File: config.mk
export PLATFORM = sky130hd
export DESIGN_NAME = keypad_decode
export DESIGN_NICKNAME = d
export VERILOG_FILES = /design/src/rtl/keypad_pkg.sv /design/src/rtl/key_fifo.sv /design/src/rtl/keypad_decode.sv
export SDC_FILE = /design/constraint.sdc
export NUM_CORES = 1
export LEC_CHECK = 0
export CAP_MARGIN = 20
export CORE_MARGIN = 5
export CORE_UTILIZATION = 30
export CTS_BUF_LIST = sky130_fd_sc_hd__clkbuf_4
export DETAILED_ROUTE_END_ITERATION = 6
export PLACE_DENSITY_LB_ADDON = 0.25
export RECOVER_POWER = 100
export SETUP_SLACK_MARGIN = 0.02
export SYNTH_ARGS = -nofsm -noshare
export SYNTH_HDL_FRONTEND = slang
export SYNTH_SLANG_ARGS = --single-unit
File: constraint.sdc
create_clock -name clk -period 3.16 [get_ports clk]
set_input_delay 0.632 -clock clk [delete_from_list [all_inputs] [get_ports clk]]
set_output_delay 0.632 -clock clk [all_outputs]
set_load 0.01 [all_outputs]
File: src/rtl/keypad_pkg.sv
// Key code constants, debounce FSM states and the one-hot to key code mapping,
// shared between keypad_decode and the application logic.
package keypad_pkg;

  localparam logic [3:0] KEY_0    = 4'h0;
  localparam logic [3:0] KEY_1    = 4'h1;
  localparam logic [3:0] KEY_2    = 4'h2;
  localparam logic [3:0] KEY_3    = 4'h3;
  localparam logic [3:0] KEY_4    = 4'h4;
  localparam logic [3:0] KEY_5    = 4'h5;
  localparam logic [3:0] KEY_6    = 4'h6;
  localparam logic [3:0] KEY_7    = 4'h7;
  localparam logic [3:0] KEY_8    = 4'h8;
  localparam logic [3:0] KEY_9    = 4'h9;
  localparam logic [3:0] KEY_STAR = 4'hA;
  localparam logic [3:0] KEY_HASH = 4'hB;
  localparam logic [3:0] KEY_NONE = 4'hF;

  typedef enum logic [1:0] {
    ST_IDLE,
    ST_PRESS_WAIT,
    ST_HELD,
    ST_RELEASE_WAIT
  } key_state_t;

  // Any pattern that is not exactly one bit (no key, or several keys) maps to KEY_NONE.
  function automatic logic [3:0] onehot_to_code(input logic [11:0] onehot);
    logic [3:0] code;
    code = KEY_NONE;
    case (onehot)
      12'h001: code = KEY_1;
      12'h002: code = KEY_2;
      12'h004: code = KEY_3;
      12'h008: code = KEY_4;
      12'h010: code = KEY_5;
      12'h020: code = KEY_6;
      12'h040: code = KEY_7;
      12'h080: code = KEY_8;
      12'h100: code = KEY_9;
      12'h200: code = KEY_STAR;
      12'h400: code = KEY_0;
      12'h800: code = KEY_HASH;
      default: code = KEY_NONE;
    endcase
    return code;
  endfunction

endpackage

File: src/rtl/key_fifo.sv
// Synchronous single-clock FIFO. Pointers carry one extra wrap bit so full and
// empty are distinguished without a separate count.
module key_fifo #(
  parameter int WIDTH = 4,
  parameter int DEPTH = 4
) (
  input  logic             clk,
  input  logic             rst,
  input  logic             push,
  input  logic [WIDTH-1:0] push_data,
  input  logic             pop,
  output logic [WIDTH-1:0] head,
  output logic             full,
  output logic             empty
);

  localparam int AW = $clog2(DEPTH);

  logic [WIDTH-1:0] mem [DEPTH];
  logic [AW:0]      wr_ptr;
  logic [AW:0]      rd_ptr;
  logic             do_push;
  logic             do_pop;

  assign empty   = (wr_ptr == rd_ptr);
  assign full    = (wr_ptr[AW] != rd_ptr[AW]) && (wr_ptr[AW-1:0] == rd_ptr[AW-1:0]);
  assign do_pop  = pop && !empty;
  // A pop in the same cycle frees the slot, so a push into a full FIFO still lands.
  assign do_push = push && (!full || do_pop);
  assign head    = empty ? '0 : mem[rd_ptr[AW-1:0]];

  always_ff @(posedge clk) begin
    if (rst) begin
      wr_ptr <= '0;
      rd_ptr <= '0;
    end else begin
      if (do_push) wr_ptr <= wr_ptr + 1'b1;
      if (do_pop)  rd_ptr <= rd_ptr + 1'b1;
    end
  end

  always_ff @(posedge clk) begin
    if (do_push) mem[wr_ptr[AW-1:0]] <= push_data;
  end

endmodule

File: src/rtl/keypad_decode.sv
// Debounces the scanner's one-hot key_data into single key events queued in a FIFO.
// Define KEYPAD_DECODE_REPEAT_EN to re-emit the held key every REPEAT_CYCLES cycles.
module keypad_decode
  import keypad_pkg::*;
#(
  parameter int DEBOUNCE_CYCLES = 20000,
  parameter int FIFO_DEPTH      = 4,
  parameter int REPEAT_CYCLES   = 500000
) (
  input  logic        clk,
  input  logic        rst,
  input  logic [11:0] key_data,
  output logic [3:0]  key_code,
  output logic        key_valid,
  input  logic        key_ready,
  output logic        key_held,
  output logic        key_overflow
);

  if (DEBOUNCE_CYCLES < 1 || REPEAT_CYCLES < 1 || FIFO_DEPTH < 2 ||
      (FIFO_DEPTH & (FIFO_DEPTH - 1)) != 0) begin : g_bad_param
    $error("keypad_decode: illegal parameter value");
  end

`ifdef KEYPAD_DECODE_REPEAT_EN
  localparam int CNT_MAX = (REPEAT_CYCLES > DEBOUNCE_CYCLES) ? REPEAT_CYCLES : DEBOUNCE_CYCLES;
`else
  localparam int CNT_MAX = DEBOUNCE_CYCLES;
`endif
  localparam int CNT_W = (CNT_MAX > 1) ? $clog2(CNT_MAX) : 1;
  localparam logic [CNT_W-1:0] DEB_LAST = CNT_W'(DEBOUNCE_CYCLES - 1);

  logic [11:0]      sample_q;
  logic [3:0]       code;
  key_state_t       state_q, state_d;
  logic [3:0]       cand_q, cand_d;
  logic [CNT_W-1:0] cnt_q, cnt_d;
  logic             push;
  logic             fifo_full;
  logic             fifo_empty;

`ifdef KEYPAD_DECODE_REPEAT_EN
  localparam logic [CNT_W-1:0] REP_LAST = CNT_W'(REPEAT_CYCLES - 1);
  logic [CNT_W-1:0] rep_q, rep_d;
`endif

  assign code = onehot_to_code(sample_q);

  always_ff @(posedge clk) begin
    if (rst) begin
      sample_q     <= '0;
      state_q      <= ST_IDLE;
      cand_q       <= KEY_NONE;
      cnt_q        <= '0;
      key_overflow <= 1'b0;
    end else begin
      sample_q     <= key_data;
      state_q      <= state_d;
      cand_q       <= cand_d;
      cnt_q        <= cnt_d;
      key_overflow <= push && fifo_full && !(key_ready && key_valid);
    end
  end

`ifdef KEYPAD_DECODE_REPEAT_EN
  always_ff @(posedge clk) begin
    if (rst) rep_q <= '0;
    else     rep_q <= rep_d;
  end
`endif

  always_comb begin
    state_d = state_q;
    cand_d  = cand_q;
    cnt_d   = cnt_q;
    push    = 1'b0;
`ifdef KEYPAD_DECODE_REPEAT_EN
    rep_d   = rep_q;
`endif
    unique case (state_q)
      ST_IDLE: begin
        if (code != KEY_NONE) begin
          cand_d  = code;
          cnt_d   = '0;
          state_d = ST_PRESS_WAIT;
        end
      end
      ST_PRESS_WAIT: begin
        if (code != cand_q) begin
          state_d = ST_IDLE;
        end else if (cnt_q == DEB_LAST) begin
          push    = 1'b1;
          state_d = ST_HELD;
`ifdef KEYPAD_DECODE_REPEAT_EN
          rep_d   = '0;
`endif
        end else begin
          cnt_d = cnt_q + 1'b1;
        end
      end
      ST_HELD: begin
        if (code != cand_q) begin
          cnt_d   = '0;
          state_d = ST_RELEASE_WAIT;
        end
`ifdef KEYPAD_DECODE_REPEAT_EN
        else if (rep_q == REP_LAST) begin
          push  = 1'b1;
          rep_d = '0;
        end else begin
          rep_d = rep_q + 1'b1;
        end
`endif
      end
      ST_RELEASE_WAIT: begin
        // A bounce back to the same key resumes the hold without a new event.
        if (code == cand_q) begin
          state_d = ST_HELD;
        end else if (cnt_q == DEB_LAST) begin
          state_d = ST_IDLE;
        end else begin
          cnt_d = cnt_q + 1'b1;
        end
      end
      default: state_d = ST_IDLE;
    endcase
  end

  assign key_held  = (state_q == ST_HELD) || (state_q == ST_RELEASE_WAIT);
  assign key_valid = !fifo_empty;

  key_fifo #(
    .WIDTH(4),
    .DEPTH(FIFO_DEPTH)
  ) u_fifo (
    .clk       (clk),
    .rst       (rst),
    .push      (push),
    .push_data (cand_q),
    .pop       (key_ready),
    .head      (key_code),
    .full      (fifo_full),
    .empty     (fifo_empty)
  );

endmodule
==> impl_metrics.toml <==
[cells_and_area]
final_util = 0.366
regArea_mm2 = 0.00132
antenna_cells = 0
nFillCells = 1046
final_cells = 483
multiInputGateArea_mm2 = 0.00154
drive_gt1_frac = 0.140
nets = 366
design_area_mm2 = 0.00356
area_growth_pct = 19.6

[timing]
skew_ns = 0.0141
slew_viol_final = 0
fmax_mhz = 328
tightest_slew_ns = 0.750
setup_viol = 0
rsz0062_at_grt = "true"
relSlewSlack = 0.500
period_share = 0.965
hold_viol = 0
min_period_ns = 3.05

[logic_synthesis]
yosys_warnings = 0
netlist_instances = 315
synthMostInstantiatedCell = "dfxtp_1"
ys.flop_type = "dfxtp_1"
async_flop_share = 0
synth_fp_nets = 336
synth_common_cells = "42 x dfxtp_1, 31 x nor2_1, 22 x nand2_1"
synth_edf_count = 16
synth_top_area_cell = "dfxtp_1"
seq_area_frac_synth = 0.444
mappedNetlistArea_mm2 = 0.00298
synthDistinctLibCells = 53
synthTopCellsByArea = "dfxtp_1 28%, edfxtp_1 16%, nor2_1 3.9%"
synth-seq-cells = 58
synth_top_area_frac = 0.283
avgSynthCellArea_um2 = 9.45

[detailed_routing]
drt_iter0_markers = 80
wl_per_cell_um = 13.0
firstDrtPassIters = 6
routed_via_density = 4.89
detail-route-antenna-nets = 0
drc = 0
vias = 2362
wirelength_um = 6290

[critical_path]
critPathArrivalTime_ns = 3.35
worstPathRequired_ns = 3.46
path_delay_family = "compound AO/OA/AOI/OAI gates"
slowest_delay_ns = 0.52
slowest_stage = "or4_4"
critPathLaunchType = "flop"
rr_startpoint = "sample_q[0]"
rr_worst_depth = 10
path_class = "flop to flop"
cp_max_fo = 8
setup.worst_path.end_class = "flop"
path_cells = "buf_4, or4_4, a2111oi_4, nor2_1, mux2_4, a211oi_4, buf_6, mux2_2, a31oi_1, o22ai_1"
reg2reg_slack_ns = 0.11
cp_num_buf_inv = 2
r2r-end = "cnt_q[5]"

[worst_hold_path]
hold_path.class = "flop to flop"
hold_path.startpoint = "cnt_q[3]"
worstHoldPathCells = 2
whs_endpoint = "cnt_q[3]"

[pwr]
vdd_ir_drop_max_uv = 302
power.total_mw = 1.61
p_per_area_mw_per_mm2 = 452
p_leak_nw = 1.19

[cts]
cts_max_level = 3
root_buffer = "clkbuf_4"
clockBufferDepth = 2
hold_buffers = 0
cts_tree = "done"
clk_pin_slew_ns = 0.10
insertion_delay_ns = 0.40
cts_buffers = 9
cts_sinks = 58

[placed_design]
dp.final_hpwl_um = 4530
place_area_mm2 = 0.00335
place.gp.congestion = 0.795
port_buffers = 21
dp_cells = 465

[floorplanning]
start_util = 0.306
core-area_mm2 = 0.00973
die_y_um = 110
die_area_mm2 = 0.0120
ios = 22
fp-row-count = 36
fp.dieW_um = 110

[grt]
grt_pass1_vias = 2297
grt.overflow.total = 0
antenna_found_initial = 0
grt_usage = 0.113
grt_max_degree = 18
grt_pass1_wl_um = 10700

[flow_run]
maxCapViolCount = 0

[outcome]
outcome = "complete, no violations"
-- routing by layer --
| metal | track usage | share of wire | wire length [µm] | vias to the layer above |
|---|---|---|---|---|
| met5 | 0 | 0 | 0 | - |
| met4 | 0.0374 | 0.010 | 66 | 0 |
| met3 | 0.0352 | 0.044 | 275 | 6 |
| met2 | 0.185 | 0.48 | 3000 | 39 |
| met1 | 0.142 | 0.47 | 2950 | 1099 |
| li1 | - | - | - | 1218 |
-- registers in the layout (all words and copies together) (netlist names), named ones only --
register       cells
cand_q             4
sample_q          12
u_fifo.rd_ptr      3
cnt_q             15
state_q            1
u_fifo.wr_ptr      3
key_overflow       1
u_fifo.mem        16
-- placed cells by master, fill, tap and decap left out, drive strengths merged, types with 6 or more instances in the layout --
| cell type | n |
|---|---|
| a21oi | 10 |
| a31oi | 14 |
| and3 | 6 |
| buf | 10 |
| clkbuf | 12 |
| clkdlybuf4s50 | 20 |
| dfxtp | 42 |
| edfxtp | 16 |
| ha | 6 |
| inv | 20 |
| nand2 | 22 |
| nand3 | 10 |
| nand4 | 7 |
| nor2 | 31 |
| nor2b | 17 |
| nor3 | 11 |
| o21ai | 8 |
| o22ai | 10 |
| xnor2 | 9 |
-- power breakdown --
part / internal [mW] / switching (mW)
clock: 0.325 / 0.264
combinational: 0.104 / 0.111
sequential: 0.780 / 0.0225
-- cells by family (layout without fill, tap and decap cells) --
| family | count (synthesis) | in the layout | share of synthesized area |
|---|---|---|---|
| adders and majority gates | 6 | 6 | 0.0252 |
| xor gates and xnor gates | 12 | 12 | 0.0353 |
| AOI/OAI and AO/OA | 67 | 67 | 0.167 |
| DFF | 58 | 58 | 0.444 |
| and+or+nand+nor | 126 | 126 | 0.219 |
| muxes | 10 | 11 | 0.0538 |
| buffers and inverters | 36 | 70 | 0.0563 |
-- worst max-delay path by stage --
stage	end	cells past startpoint	slack, ns	start
2_1_floorplan	u_fifo.mem[1][0]	10	0.20	sample_q[2]
3_3_place_gp	u_fifo.mem[0][0]	8	0.09	sample_q[1]
3_5_place_dp	u_fifo.mem[1][3]	8	0.01	sample_q[1]
4_1_cts	cnt_q[12]	10	0.04	sample_q[1]
5_1_grt	cnt_q[8]	10	-0.01	sample_q[0]
6_report	cnt_q[5]	10	0.11	sample_q[0]
-- worst register-to-register path, cell delays in order, from the launching register on --
cell and delay (ns):
dfxtp_2 0.36, buf_4 0.15, or4_4 0.52, a2111oi_4 0.42, nor2_1 0.10, mux2_4 0.32
a211oi_4 0.21, buf_6 0.17, mux2_2 0.42, a31oi_1 0.18, o22ai_1 0.10
-- stage by stage --
stage / hold slack (ns) / setup TNS (ns) / setup WS [ns]
after global routing: 0.520 / -0.0190 / -0.0102
after floorplan: 0.453 / 0 / 0.200
after global placement: 0.465 / 0 / 0.0857
after detailed placement: 0.477 / 0 / 0.0132
after CTS: 0.492 / 0 / 0.0419
final: 0.488 / 0 / 0.112
-- area by class of cell --
type	count	area share
sequential	58	0.372
timing repair buffer	33	0.0834
inverter	21	0.0222
clock inverter	6	0.0229
clock buffer	10	0.0211
tap	133	0.0468
multi-input combinational	222	0.432
-- repair_timing --
action                     CTS  global route
setup buffers                1             0
resized for setup            1            11
cloned                       0             1
setup endpoints to repair   12            29
pin swaps                    1             4
Note: power is estimated with default switching activity, not from simulation.
